--- src/rtl/if_pkg.sv ---
// Shared types and constants for the instruction-fetch stage and its IF/ID register.
package if_pkg;

  typedef enum logic [1:0] {
    FETCH,
    HOLD,
    DRAIN
  } fetch_state_e;

  localparam logic [31:0] PC_INC           = 32'd1;
  localparam logic [31:0] DEFAULT_NOP_WORD = 32'h0000_0000;

  typedef struct packed {
    logic [31:0] instr;
    logic [31:0] pc1;
    logic        valid;
  } if_id_t;

endpackage

--- src/rtl/if_id_pipe_reg.sv ---
// IF/ID pipeline register: load a new entry, insert a bubble (PC kept), or hold.
module if_id_pipe_reg
  import if_pkg::*;
#(
  parameter logic [31:0] NopWord = DEFAULT_NOP_WORD
) (
  input  logic   clk_i,
  input  logic   rst_ni,
  input  logic   load_i,
  input  logic   bubble_i,
  input  if_id_t d_i,
  output if_id_t q_o
);

  if_id_t q_q;

  always_ff @(posedge clk_i or negedge rst_ni) begin
    if (!rst_ni) begin
      q_q.instr <= NopWord;
      q_q.pc1   <= '0;
      q_q.valid <= 1'b0;
    end else if (load_i) begin
      q_q <= d_i;
    end else if (bubble_i) begin
      q_q.instr <= NopWord;
      q_q.valid <= 1'b0;
    end
  end

  assign q_o = q_q;

endmodule

--- src/rtl/if_fetch_unit.sv ---
// Instruction-fetch stage: PC, req/ack fetch FSM and IF/ID register.
// Define IF_PERF_COUNTERS_EN to add fetch/bubble performance counters.
module if_fetch_unit
  import if_pkg::*;
#(
  parameter logic [31:0] RESET_PC = 32'h0000_0000,
  parameter logic [31:0] NOP_WORD = DEFAULT_NOP_WORD
) (
  input  logic        Clk,
  input  logic        Reset,
  input  logic        PCSource,
  input  logic [31:0] ID_PC,
  input  logic        stall,
  output logic        imem_req,
  output logic [31:0] imem_addr,
  input  logic        imem_ack,
  input  logic [31:0] imem_data,
  output logic [31:0] instructions,
  output logic [31:0] IF_ID_PC,
  output logic        if_id_valid
`ifdef IF_PERF_COUNTERS_EN
  ,
  output logic [31:0] perf_fetch_cnt,
  output logic [31:0] perf_bubble_cnt
`endif
);

  fetch_state_e state_q, state_d;
  logic [31:0]  pc_q, pc_d;
  logic [31:0]  hold_instr_q, hold_instr_d;
  logic [31:0]  hold_pc1_q, hold_pc1_d;
  logic [31:0]  redirect_pc_q, redirect_pc_d;
  logic [31:0]  pc_inc;
  logic         redirect;
  logic         load, bubble, fetch_done;
  if_id_t       pipe_d, pipe_q;

  assign redirect = PCSource & ~stall;
  assign pc_inc   = pc_q + PC_INC;

  always_comb begin
    state_d       = state_q;
    pc_d          = pc_q;
    hold_instr_d  = hold_instr_q;
    hold_pc1_d    = hold_pc1_q;
    redirect_pc_d = redirect_pc_q;
    load          = 1'b0;
    bubble        = 1'b0;
    fetch_done    = 1'b0;
    pipe_d        = '{instr: imem_data, pc1: pc_inc, valid: 1'b1};
    unique case (state_q)
      FETCH: begin
        if (redirect) begin
          bubble = 1'b1;
          if (imem_ack) begin
            pc_d = ID_PC;
          end else begin
            redirect_pc_d = ID_PC;
            state_d       = DRAIN;
          end
        end else if (imem_ack) begin
          pc_d = pc_inc;
          if (!stall) begin
            load       = 1'b1;
            fetch_done = 1'b1;
          end else begin
            hold_instr_d = imem_data;
            hold_pc1_d   = pc_inc;
            state_d      = HOLD;
          end
        end else if (!stall) begin
          bubble = 1'b1;
        end
      end
      HOLD: begin
        pipe_d = '{instr: hold_instr_q, pc1: hold_pc1_q, valid: 1'b1};
        if (redirect) begin
          pc_d    = ID_PC;
          bubble  = 1'b1;
          state_d = FETCH;
        end else if (!stall) begin
          // Buffered fetch is counted when it finally reaches IF/ID.
          load       = 1'b1;
          fetch_done = 1'b1;
          state_d    = FETCH;
        end
      end
      DRAIN: begin
        bubble = ~stall;
        if (imem_ack) begin
          pc_d    = redirect ? ID_PC : redirect_pc_q;
          state_d = FETCH;
        end else if (redirect) begin
          redirect_pc_d = ID_PC;
        end
      end
      default: state_d = FETCH;
    endcase
  end

  always_ff @(posedge Clk or negedge Reset) begin
    if (!Reset) begin
      state_q       <= FETCH;
      pc_q          <= RESET_PC;
      hold_instr_q  <= '0;
      hold_pc1_q    <= '0;
      redirect_pc_q <= '0;
    end else begin
      state_q       <= state_d;
      pc_q          <= pc_d;
      hold_instr_q  <= hold_instr_d;
      hold_pc1_q    <= hold_pc1_d;
      redirect_pc_q <= redirect_pc_d;
    end
  end

  // Gated by Reset so no request is presented while the stage is held in reset.
  assign imem_req  = Reset & ((state_q == FETCH) | (state_q == DRAIN));
  assign imem_addr = pc_q;

  if_id_pipe_reg #(
    .NopWord(NOP_WORD)
  ) u_if_id_pipe_reg (
    .clk_i   (Clk),
    .rst_ni  (Reset),
    .load_i  (load),
    .bubble_i(bubble),
    .d_i     (pipe_d),
    .q_o     (pipe_q)
  );

  assign instructions = pipe_q.instr;
  assign IF_ID_PC     = pipe_q.pc1;
  assign if_id_valid  = pipe_q.valid;

`ifdef IF_PERF_COUNTERS_EN
  logic [31:0] fetch_cnt_q, bubble_cnt_q;

  always_ff @(posedge Clk or negedge Reset) begin
    if (!Reset) begin
      fetch_cnt_q  <= '0;
      bubble_cnt_q <= '0;
    end else if (!stall) begin
      if (fetch_done) fetch_cnt_q <= fetch_cnt_q + 32'd1;
      if (bubble)     bubble_cnt_q <= bubble_cnt_q + 32'd1;
    end
  end

  assign perf_fetch_cnt  = fetch_cnt_q;
  assign perf_bubble_cnt = bubble_cnt_q;
`endif

endmodule
--- config.mk ---
export PLATFORM = sky130hd
export DESIGN_NAME = if_fetch_unit
export DESIGN_NICKNAME = d
export VERILOG_FILES = /design/src/rtl/if_pkg.sv /design/src/rtl/if_id_pipe_reg.sv /design/src/rtl/if_fetch_unit.sv
export SDC_FILE = /design/constraint.sdc
export NUM_CORES = 1
export LEC_CHECK = 0
export CORE_MARGIN = 2
export CORE_UTILIZATION = 38
export CTS_CLUSTER_DIAMETER = 60
export DETAILED_ROUTE_END_ITERATION = 8
export GPL_ROUTABILITY_DRIVEN = 0
export GPL_TIMING_DRIVEN = 0
export SETUP_SLACK_MARGIN = 0.05
export SLEW_MARGIN = 20
export SYNTH_ARGS = -nofsm -noshare
export SYNTH_HDL_FRONTEND = slang
export SYNTH_HIERARCHICAL = 1
export SYNTH_SLANG_ARGS = --single-unit
export TNS_END_PERCENT = 50
--- constraint.sdc ---
create_clock -name Clk -period 9.4 [get_ports Clk]
set_clock_uncertainty 0.15 [all_clocks]
set_input_delay 0.94 -clock Clk [delete_from_list [all_inputs] [get_ports Clk]]
set_output_delay 0.94 -clock Clk [all_outputs]
set_load 0.1 [all_outputs]
==> reports/qor.csv, run 1 <==
metric,value,unit
start_util,38.7,%
ys.flop_type,dfrtp_1,
start_kind,register,
antenna_left,0,
cts_inserted_buffers,17,
maxSlewHeadroom,28.1,%
cts_hold_buf,0,
report.final.slew_viol_count,0,
routed_wl,30200,um
cts_sinks,195,
clkLatencyLatePin,0.45,ns
cap_violations,0,
fp.dieW,167,um
boundaryPins,167,
period_share,46.7,%
drive_above_1_share,22.0,%
hold_slack,0.291,ns
yosysTopAreaCellShare,48.2,%
io_buffers,165,
first_pass_iters,7,
cts_tree,yes,
critPathKind,reg2out,
tightest_slew,1.07,ns
finalSetupViolCount,0,
ys_warn_count,6,
antenna_found_initial,0,
grt_util_all_layers,22.0,%
dp_hpwl,21900,um
hold_class,in2async,
syn_nets,964,
syn_avg_cell_area,11.4,sq um
setup.worst_path.end_class,primary output,
hold_violations,0,
drtIter0Drc,540,
path_clk_slew,0.09,ns
synth_seq_cells,195,
clockBufferDepth,2,
diodes,0,
routedWlPerCell,21.2,um
die_area,0.0280,sq mm
nNetsFinal,1150,
synth_area,0.0101,sq mm
violations,DRC,
yosysTopAreaCell,dfrtp_1,
fmax,0.228,GHz
syn_to_final_growth,27.2,%
synth_enable_flop_cells,0,
fp.dieH,167,um
min_period,4.39,ns
cp_max_fo,10,
async_flop_share,100,%
status,"complete, but fails checks",
core_area,0.0261,sq mm
grt_pass1_vias,7955,
rows,59,
synth_area_leaders,"dfrtp_1, mux2_2, a22o_1",
grt_first_pass_wirelength,47200,um
yosysSeqAreaShare,48.2,%
grt_max_degree,74,
htree_levels,4,
vias,7997,
crit_arrival,3.30,ns
drc,9,
cts_setup_buffers,0,
viasPerCell,5.62,
synthDistinctLibCells,63,
overflow,0,
postCtsResizedCells,0,
postSynthCellCount,890,
required,8.31,ns
rsz0062_at_grt,no,
root_buffer,clkbuf_16,
[path summary, 6_finish.rpt]
check,start,to,slack (ns),depth (start not counted)
min in group Clk,hold_pc1_q[2],hold_pc1_q[2],0.33,2
hold reg to reg,hold_pc1_q[2],hold_pc1_q[2],0.33,2
setup / recovery,state_q[0],imem_req,5.01,6
max in group asynchronous,Reset,imem_addr[0],8.03,2
setup reg to reg,state_q[1],u_if_id_pipe_reg/q_o[22],5.10,11
hold / removal,Reset,redirect_pc_q[22],0.29,1
[registers in the layout (all words and copies together) (netlist names)]
name,cells
u_if_id_pipe_reg/q_o,65
hold_instr_q,32
hold_pc1_q,32
imem_addr,32
redirect_pc_q,32
state_q,2
[logic make-up after synthesis]
| kind of cell | synth area share [%] |
|---|---|
| AOI/OAI and AO/OA | 13.5 |
| xor gates and xnor gates | 2.59 |
| adders and majority gates | 0.618 |
| buffers and inverters | 3.89 |
| DFF | 48.2 |
| muxes | 21.4 |
| other | 0.0370 |
| and+or+nand+nor | 9.74 |
[placed cells by master (no fill, tap or decap), types with 12 or more instances in the layout]
| cell type | instances |
|---|---|
| o211ai_1 | 12 |
| clkbuf_16 | 17 |
| or3_1 | 14 |
| mux2_4 | 17 |
| nand3_1 | 20 |
| clkdlybuf4s50_1 | 164 |
| inv_1 | 23 |
| a22o_1 | 33 |
| nand2_1 | 69 |
| nor3_1 | 15 |
| o21ai_0 | 26 |
| clkbuf_1 | 54 |
| dfrtp_1 | 195 |
| nor2_1 | 24 |
| a21oi_1 | 28 |
| xnor2_1 | 19 |
| mux2_2 | 160 |
[per-layer routing]
layer / track usage (%) / share of wire (%) / vias up / wire [um]
met5: 0 / 0 / - / 0
met4: 7.79 / 2.8 / 0 / 852
met3: 5.18 / 7.5 / 46 / 2280
met2: 34.0 / 45 / 292 / 13600
met1: 30.2 / 45 / 4003 / 13500
li1: - / - / 3656 / -
[synth_stat cells, drive strengths merged (3+ instances only)]
cell and instances:
a2bb2oi 5, a31o 3, a211o 4, clkbuf 54, o22ai 3, nor2 25
o21a 5, o211ai 12, mux2 177, a211oi 7, nand3b 3, and2 3
xnor2 19, a21oi 28, a21o 3, inv 24, a32oi 3, xor2 11
and3 4, nand2 69, mux2i 11, a22o 33, o21ai 29, nand3 20
a31oi 6, nand4 8, or3 14, nor4 9, a22oi 5, and4 4
or4 5, ha 5, buf 17, nor3 15, o31ai 8, a32o 8
dfrtp 195, o41ai 3, a221oi 10, o22a 6
[worst max-delay path: stages, from the launching register on]
cell	delay, ns
dfrtp_1	0.42
inv_1	0.09
ha_1	0.14
clkbuf_1	0.35
buf_1	0.50
o21a_1	0.22
clkdlybuf4s50_1	1.12
[metrics by stage]
step	cell area, sq um	worst slack [ns]	utilization, %	instances	TNS (ns)
3_5_place_dp	12300	5.14	46.9	1392	0
6_report	12900	5.01	49.3	1424	0
4_1_cts	12900	4.99	49.3	1424	0
5_1_grt	12900	4.81	49.3	1424	0
2_1_floorplan	10100	5.96	-	890	0
3_3_place_gp	12200	-1.72	46.7	1390	-301.43
[cell type report]
cell class	instances	area, sq um
buffer	71	304
inverter	24	90.1
clock buffer	17	425
timing repair buffer	167	1710
tap	335	419
clock inverter	15	199
sequential	195	4880
multi-input combinational	600	4850
fill	2447	13300
Power of run 1 is not shown: default switching activity piles up to over one toggle a cycle in this logic, so the estimate is an artifact.
==> inputs of run 2 (changes only) <==
==> constraint.sdc (replaced) <==
create_clock -name Clk -period 3.65 [get_ports Clk]
set_clock_uncertainty 0.15 [all_clocks]
set_input_delay 0.365 -clock Clk [delete_from_list [all_inputs] [get_ports Clk]]
set_output_delay 0.365 -clock Clk [all_outputs]
set_load 0.1 [all_outputs]
==> reports/qor.csv, run 2 (synthesis results as in run 1) <==
metric,value,unit,change
violations,DRC,,
final_common_cell,dfrtp_1,,
syn_to_final_growth,27.4,%,
seq_area,0.00488,sq mm,unchanged
hold_slack,0.316,ns,+0.0256 ns
grt_pass1_vias,7958,,+0.038%
min_period,3.43,ns,
diodes,0,,unchanged
clkLatencyLatePin,0.45,ns,about the same
overflow,0,,unchanged
vias,8007,,+0.13%
cts_tree,yes,,
grt_max_degree,74,,unchanged
postPlaceCellArea,0.0123,sq mm,unchanged
cp_max_fo,10,,unchanged
drive_above_1_share,22.6,%,+0.53 points
rsz0062_at_grt,no,,
tightest_slew,1.08,ns,+0.00249 ns
fmax,0.292,GHz,
boundaryPins,167,,unchanged
maxSlewHeadroom,28.0,%,-0.17 points
routedWlPerCell,21.3,um,+0.35%
dp_hpwl,21900,um,unchanged
start_kind,register,,
fillers,2451,,+0.16%
antenna_found_initial,0,,unchanged
nNetsFinal,1151,,+0.087%
report.final.slew_viol_count,0,,unchanged
cts_setup_buffers,0,,unchanged
io_buffers,165,,unchanged
crit_arrival,3.61,ns,+0.31 ns
rows,59,,unchanged
htree_levels,4,,unchanged
cap_violations,0,,unchanged
drtIter0Drc,580,,+7.4%
cts_sinks,195,,unchanged
die_area,0.0280,sq mm,unchanged
hold_class,in2async,,
core_area,0.0261,sq mm,unchanged
antenna_left,0,,unchanged
root_buffer,clkbuf_16,,
required,3.83,ns,-4.48 ns
drc,9,,unchanged
finalSetupViolCount,0,,unchanged
hold_violations,0,,unchanged
grt_util_all_layers,22.0,%,about the same
multi_input_area,0.00486,sq mm,+0.10%
routed_wl,30400,um,+0.42%
fin_util,49.3,%,+0.057 points
cts_inserted_buffers,17,,unchanged
start_util,38.7,%,unchanged
fp.dieH,167,um,unchanged
grt_first_pass_wirelength,47200,um,about the same
status,"complete, but fails checks",,
period_share,93.9,%,
setup.worst_path.end_class,register,,
final_cell_area,0.0129,sq mm,+0.12%
layout_common_cells,"dfrtp_1, clkdlybuf4s50_1, mux2_2",,
largest_register_ffs,65,,unchanged
fp.dieW,167,um,unchanged
critPathKind,reg2reg,,
clockBufferDepth,2,,unchanged
first_pass_iters,7,,unchanged
viasPerCell,5.62,,about the same
path_clk_slew,0.09,ns,about the same
-- run 2: final timing paths --
path                            cells past startpoint                       end  slack [ns]      startpoint
worst max register to register                     11  u_if_id_pipe_reg/q_o[18]        0.22      state_q[1]
worst min-delay path                                2         redirect_pc_q[22]        0.32           Reset
max in group asynchronous                           3              imem_addr[0]        2.25           Reset
min in group Clk                                    2            hold_pc1_q[13]        0.33  hold_pc1_q[13]
worst min register to register                      2            hold_pc1_q[13]        0.33  hold_pc1_q[13]
worst max-delay path                               11  u_if_id_pipe_reg/q_o[18]        0.22      state_q[1]
-- run 2: timing repair --
action | CTS | global route
gates resized for setup | 5 | 4
hold buffers | 1 | 0
hold endpoints to repair | 66 | 0
endpoints found under the setup margin | 66 | 55
-- run 2: final cells by class --
| class | instances | area share, % |
|---|---|---|
| Tap cell | 335 | 3.25 |
| Timing Repair Buffer | 168 | 13.3 |
| Clock buffer | 17 | 3.30 |
| Clock inverter | 15 | 1.54 |
| Inverter | 24 | 0.699 |
| Sequential cell | 195 | 37.8 |
| Buffer | 71 | 2.40 |
| Multi-Input combinational cell | 600 | 37.7 |
-- run 2: per-stage QoR --
stage / std cells / worst slack [ns] / TNS, ns
6_report: 1425 / 0.221 / 0
5_1_grt: 1425 / 0.0417 / 0
4_1_cts: 1425 / 0.0993 / 0
3_5_place_dp: 1392 / -0.609 / -32.40
3_3_place_gp: 1390 / -6.74 / -1347.91
2_1_floorplan: 890 / 0.213 / 0
-- run 2: per-layer routing --
metal  track usage (%)  vias to the layer above  routed length [um]
met1              30.3                     4022               13700
met4              7.33                        0                 764
met2              34.0                      290               13700
met3              5.48                       38                2130
li1                  -                     3657                   -
met5                 0                        -                   0
-- run 2: critical path: stages, from the launching register on --
cell,delay (ns)
dfrtp_1,0.42
inv_1,0.09
ha_1,0.20
clkbuf_2,0.26
clkbuf_2,0.37
clkbuf_2,0.32
buf_2,0.35
a21oi_1,0.10
nor3_2,0.22
buf_4,0.28
buf_6,0.22
mux2_4,0.31
Power of run 2 is left out for the same reason.
